[src/rtl/console_pkg.sv]
// -----------------------------------------------------------------------------
// console_pkg
// Shared definitions for the VGA text console: buffer geometry defaults (also
// used by the scan-out block), control-code constants, the blank cell value
// and the sequencer state encoding.
// -----------------------------------------------------------------------------
package console_pkg;

    // Buffer geometry defaults
    localparam int DEF_NUM_ROWS = 3;
    localparam int DEF_NUM_COLS = 10;
    localparam int DEF_CELL_W   = 9;

    // Control codes (7-bit ASCII)
    localparam logic [6:0] ASCII_BS    = 7'h08;
    localparam logic [6:0] ASCII_LF    = 7'h0A;
    localparam logic [6:0] ASCII_FF    = 7'h0C;
    localparam logic [6:0] ASCII_CR    = 7'h0D;
    localparam logic [6:0] ASCII_SPACE = 7'h20;
    localparam logic [6:0] ASCII_TILDE = 7'h7E;

    // Blank cell: colour 0, space
    localparam logic [8:0] BLANK_CELL = 9'h020;

    typedef enum logic [1:0] {
        ST_IDLE    = 2'd0,
        ST_SCROLL  = 2'd1,
        ST_CLR_ROW = 2'd2,
        ST_CLR_ALL = 2'd3
    } state_e;

    // Printable range is SPACE..TILDE inclusive
    function automatic logic is_printable(input logic [6:0] code);
        return (code >= ASCII_SPACE) && (code <= ASCII_TILDE);
    endfunction

endpackage

[src/rtl/tqvp_console_ctrl.sv]
// -----------------------------------------------------------------------------
// tqvp_console_ctrl
// Terminal-style sequencer for the text console buffer. Accepts characters
// from the host, tracks the cursor, handles CR/LF/BS/FF and runs the
// multi-cycle scroll and clear sequences through the buffer's write port.
//
// Ports
//   clk, rst_n              clock, asynchronous active-low reset
//   char_valid/char_data    host character offer {color[1:0], code[6:0]}
//   char_ready              character accepted this cycle (IDLE only)
//   cmd_clear               single-cycle clear-screen request
//   buf_we/waddr/wdata      registered buffer write port
//   buf_raddr/buf_rdata     combinational buffer read port (used by scroll)
//   cursor_row/cursor_col   current cursor position
//   busy                    ~char_ready
//   scroll_done             one-cycle pulse with the final scroll write
// -----------------------------------------------------------------------------
module tqvp_console_ctrl
    import console_pkg::*;
#(
    parameter int NUM_ROWS = DEF_NUM_ROWS,
    parameter int NUM_COLS = DEF_NUM_COLS,
    parameter int CELL_W   = DEF_CELL_W
) (
    input  logic              clk,
    input  logic              rst_n,
    input  logic              char_valid,
    input  logic [CELL_W-1:0] char_data,
    output logic              char_ready,
    input  logic              cmd_clear,
    output logic              buf_we,
    output logic [4:0]        buf_waddr,
    output logic [CELL_W-1:0] buf_wdata,
    output logic [4:0]        buf_raddr,
    input  logic [CELL_W-1:0] buf_rdata,
    output logic [1:0]        cursor_row,
    output logic [3:0]        cursor_col,
    output logic              busy,
    output logic              scroll_done
);

    localparam logic [4:0] COLS5       = 5'(NUM_COLS);
    localparam logic [4:0] LAST_CELL   = 5'(NUM_ROWS * NUM_COLS - 1);
    localparam logic [4:0] SCROLL_LAST = 5'((NUM_ROWS - 1) * NUM_COLS - 1);
    localparam logic [4:0] LROW_FIRST  = 5'((NUM_ROWS - 1) * NUM_COLS);
    localparam logic [1:0] ROW_LAST    = 2'(NUM_ROWS - 1);
    localparam logic [3:0] COL_LAST    = 4'(NUM_COLS - 1);

    state_e            state_q;
    logic [4:0]        idx_q;
    logic [1:0]        row_q;
    logic [3:0]        col_q;
    logic              clr_pend_q;
    logic              we_q;
    logic [4:0]        waddr_q;
    logic [CELL_W-1:0] wdata_q;
    logic              done_q;

    logic [6:0] code;
    logic [4:0] cur_addr;

    assign code     = char_data[6:0];
    assign cur_addr = 5'(row_q) * COLS5 + 5'(col_q);

    // A pending or fresh clear wins over a character, so the host must not
    // see a handshake in that cycle.
    assign char_ready = (state_q == ST_IDLE) && !cmd_clear && !clr_pend_q;
    assign busy       = ~char_ready;

    // Read ahead one row while scrolling; parked at 0 otherwise.
    assign buf_raddr  = (state_q == ST_SCROLL) ? idx_q + COLS5 : 5'd0;

    assign buf_we      = we_q;
    assign buf_waddr   = waddr_q;
    assign buf_wdata   = wdata_q;
    assign scroll_done = done_q;
    assign cursor_row  = row_q;
    assign cursor_col  = col_q;

    always_ff @(posedge clk or negedge rst_n) begin
        if (!rst_n) begin
            state_q    <= ST_CLR_ALL;
            idx_q      <= '0;
            row_q      <= '0;
            col_q      <= '0;
            clr_pend_q <= 1'b0;
            we_q       <= 1'b0;
            waddr_q    <= '0;
            wdata_q    <= '0;
            done_q     <= 1'b0;
        end else begin
            we_q   <= 1'b0;
            done_q <= 1'b0;

            if (cmd_clear && state_q != ST_IDLE)
                clr_pend_q <= 1'b1;

            unique case (state_q)
                ST_IDLE: begin
                    if (cmd_clear || clr_pend_q
                        || (char_valid && code == ASCII_FF)) begin
                        state_q    <= ST_CLR_ALL;
                        idx_q      <= '0;
                        row_q      <= '0;
                        col_q      <= '0;
                        clr_pend_q <= 1'b0;
                    end else if (char_valid) begin
                        if (is_printable(code)) begin
                            we_q    <= 1'b1;
                            waddr_q <= cur_addr;
                            wdata_q <= char_data;
                            if (col_q == COL_LAST) begin
                                col_q <= '0;
                                if (row_q == ROW_LAST) begin
                                    state_q <= ST_SCROLL;
                                    idx_q   <= '0;
                                end else begin
                                    row_q <= row_q + 2'd1;
                                end
                            end else begin
                                col_q <= col_q + 4'd1;
                            end
                        end else if (code == ASCII_CR) begin
                            col_q <= '0;
                        end else if (code == ASCII_LF) begin
                            col_q <= '0;
                            if (row_q == ROW_LAST) begin
                                state_q <= ST_SCROLL;
                                idx_q   <= '0;
                            end else begin
                                row_q <= row_q + 2'd1;
                            end
                        end else if (code == ASCII_BS) begin
                            if (col_q != '0) begin
                                col_q   <= col_q - 4'd1;
                                we_q    <= 1'b1;
                                waddr_q <= cur_addr - 5'd1;
                                wdata_q <= CELL_W'(BLANK_CELL);
                            end
                        end
                        // other codes are consumed without effect
                    end
                end

                ST_SCROLL: begin
                    we_q    <= 1'b1;
                    waddr_q <= idx_q;
                    wdata_q <= buf_rdata;
                    if (idx_q == SCROLL_LAST) begin
                        state_q <= ST_CLR_ROW;
                        idx_q   <= LROW_FIRST;
                    end else begin
                        idx_q <= idx_q + 5'd1;
                    end
                end

                ST_CLR_ROW, ST_CLR_ALL: begin
                    we_q    <= 1'b1;
                    waddr_q <= idx_q;
                    wdata_q <= CELL_W'(BLANK_CELL);
                    if (idx_q == LAST_CELL) begin
                        done_q  <= (state_q == ST_CLR_ROW);
                        state_q <= ST_IDLE;
                        idx_q   <= '0;
                    end else begin
                        idx_q <= idx_q + 5'd1;
                    end
                end

                default: state_q <= ST_CLR_ALL;
            endcase
        end
    end

endmodule

[config.mk]
export PLATFORM = sky130hd
export DESIGN_NAME = tqvp_console_ctrl
export DESIGN_NICKNAME = d
export VERILOG_FILES = /design/src/rtl/console_pkg.sv /design/src/rtl/tqvp_console_ctrl.sv
export SDC_FILE = /design/constraint.sdc
export NUM_CORES = 1
export LEC_CHECK = 0
export CAP_MARGIN = 20
export CORE_UTILIZATION = 50
export DETAILED_ROUTE_END_ITERATION = 7
export PLACE_DENSITY = 0.88
export REMOVE_ABC_BUFFERS = 1
export SLEW_MARGIN = 20
export SYNTH_ARGS = -nofsm -noshare
export SYNTH_HDL_FRONTEND = slang
export SYNTH_SLANG_ARGS = --single-unit
[constraint.sdc]
create_clock -name clk -period 2.6 [get_ports clk]
set_clock_uncertainty 0.2 [all_clocks]
set_input_delay 0.26 -clock clk [delete_from_list [all_inputs] [get_ports clk]]
set_output_delay 0.26 -clock clk [all_outputs]
set_load 0.01 [all_outputs]
==> impl_metrics.toml, run 1 <==
[synth]
synth.most_common_cell = "dfrtp_1"
yosys.area.top_type_share = 0.326
synth_edf_count = 0
yosysTopAreaCell = "dfrtp_1"
yosys_warnings = 0
syn-instance-count = 217
synth_ff_type = "dfrtp_1"
ys_async_sr_fraction = 1.00
ys_types = 60
syn_area_um2 = 2150
synth_seq_area_share = 0.351
synth_area_per_cell_um2 = 9.90
yosys-top-cells-area = "dfrtp_1 33%, ha_1 7.0%, mux2_4 6.3%, a22o_1 3.3%, dfstp_2 2.4%"
synth_common_cells = "28 x dfrtp_1, 14 x nand2_1, 14 x nor2_1"
ys_seq_elements = 30

[cts]
insertion_delay_ps = 280
cts_tree = "done"
cts_root_buffer = "clkbuf_8"
clk_pin_slew_ps = 70
cts_setup_buffers = 0
cts_max_level = 2
cts_resized = 0
cts_max_path_buffers = 2
numClockSinks = 30
cts_made_buffers = 5
cts_hold_buf = 0

[die]
core_um2 = 4060
row_count = 23
start_util = 0.529
ios = 51
die_area_um2 = 4560
die_w_um = 67.6
die_h_um = 67.6

[critical_path]
crit_required_ps = 2570
r2r_setup_slack_ps = 200
r2r-end = "buf_waddr[1]$_DFFE_PN0P_"
critical_path_class = "flop to flop"
setup.worst_path.start_class = "flop"
crit_buf_inv = 1
worst-path-stages = 7
crit_fanout = 12
cp_slowest_cell = "mux2_4"
cpPeakStageDelay_ps = 380
endpoint = "buf_waddr[1]$_DFFE_PN0P_"
worst_path_dominant_cell_family = "simple AND/OR/NAND/NOR gates"
reg2reg_depth = 7
timing.critical_path.from = "cursor_col[1]$_DFFE_PN0P_"
path_cells = "inv_1 > ha_1 > nor3b_1 > and4bb_2 > o211ai_4 > nand2_2 > mux2_4"
critical_path_arrival_ps = 2370
rr_startpoint = "cursor_col[1]$_DFFE_PN0P_"
worst_setup_path_end_kind = "flop"

[grt]
grt_usage = 0.270
grt_antenna_before_repair = 0
grt_max_degree = 31
grt_overflow = 0
grt_pass1_wl_um = 9050
grt_pass1_vias = 1937

[timing]
setup_violations = 0
worst_pin_slew_ps = 533
hold_viol_final = 0
timing.hold.ws_ps = 183
slew_headroom = 0.642
fmax_ghz = 0.416
post-route-min-period_ps = 2400
slew_viol_final = 0
fin_setup_tns_ps = 0
post-route-period-util = 0.924
rsz0062_at_grt = "false"

[route]
vias_per_cell = 6.01
routedWlPerCell_um = 17.2
drc = 0
vias = 1994
routed_wirelength_um = 5700
postRouteAntennaNets = 0
first_iter_violations = 158
drt-pass1-iter-count = 4

[layout]
antennaDiodeCount = 0
nets = 316
drive_gt1_frac = 0.177
area_delta_synth_final_pct = 36.1
fillCellCount = 308

[flow_run]
drv_cap = 0

[hold_path]
hold_class = "primary input to async pin"

[power]
ir_drop_uv = 542
p_per_area_nw_per_um2 = 895
cellLeakagePower_nw = 1.25

[placement]
dp_hpwl_um = 4290
port_buffers = 50
place.gp.congestion = 0.937

[outcome]
status = "finished clean"
==> report_power, final <==
group	leakage [nW]	switching [mW]	total, mW	internal (mW)
Clock	0.0714	0.178	0.587	0.409
Combinational	0.805	0.586	1.22	0.635
Sequential	0.377	0.178	0.807	0.629
==> layer usage <==
metal | part of all wire | track usage
met1 | 0.42 | 0.336
met3 | 0.061 | 0.0574
met4 | 0.026 | 0.104
met2 | 0.50 | 0.450
met5 | 0 | 0
==> registers in the layout, summed over array words and instances (netlist names) <==
| signal | cells |
|---|---|
| clr_pend_q | 1 |
| idx_q | 5 |
| buf_wdata | 9 |
| buf_we | 1 |
| cursor_row | 2 |
| buf_waddr | 5 |
| state_q | 2 |
| cursor_col | 4 |
| scroll_done | 1 |
==> cell type report <==
type                    instances  area, um2  area share
clock inverters                 2       60.1      0.0205
inverters                      12       45.0      0.0154
repair buffers                 64        606       0.207
multi-input cells             168       1310       0.449
clock buffers                   6       82.6      0.0283
flip-flops and latches         30        753       0.258
well taps                      50       62.6      0.0214
==> logic make-up after synthesis <==
family	count (synthesis)	share of synthesized area
XOR/XNOR	8	0.0326
AO/OA/AOI/OAI	65	0.237
buffers and inverters	19	0.0379
AND/OR/NAND/NOR	70	0.185
flip-flops	30	0.351
adder cells (fa/ha/maj)	13	0.0792
multiplexers	12	0.0780
==> worst register-to-register path: stages, from the launching register on <==
cell and delay (ps):
dfrtp_1 370, inv_1 110, ha_1 150, nor3b_1 240, and4bb_2 320, o211ai_4 230
nand2_2 280, mux2_4 380
==> worst min-delay path by stage <==
stage                        startpoint                   endpoint  slack (ps)  cells past startpoint
3_3_place_gp   buf_wdata[0]$_DFFE_PN0P_   buf_wdata[0]$_DFFE_PN0P_         290                      1
3_5_place_dp   buf_wdata[1]$_DFFE_PN0P_   buf_wdata[1]$_DFFE_PN0P_         300                      1
4_1_cts                           rst_n  cursor_col[2]$_DFFE_PN0P_         190                      2
6_report                          rst_n  cursor_col[1]$_DFFE_PN0P_         180                      2
2_1_floorplan                     rst_n   buf_waddr[0]$_DFFE_PN0P_        -240                      0
5_1_grt                           rst_n  cursor_col[1]$_DFFE_PN0P_         220                      2
==> metrics by stage <==
stage	util	power (mW)	setup WS [ps]	instance area, um2	std cells
floorplan	-	1.46	272	2110	210
global placement	0.685	1.96	121	2780	324
detailed placement	0.685	2.01	79.4	2780	324
CTS	0.720	2.62	191	2920	332
global route	0.720	2.79	65.9	2920	332
finish	0.720	2.61	199	2920	332
==> layout by cell type (no fill, tap or decap), drive strengths merged, types with 8 or more instances in the layout <==
master         Yosys  routed
clkdlybuf4s50      0      50
dfrtp             28      28
nand2             15      15
nor2              14      14
buf                3      14
inv               12      12
ha                12      12
mux2              11      11
a21oi              9       9
o21ai              9       9
a22o               8       8
Power figures use the tool's default switching activity.
==> run 2: changes to the inputs <==
HOLD_SLACK_MARGIN = 0.02   (was unset)
==> results of run 2 <==
Same layout as run 1: the final DEF is identical, and so are final timing and power.
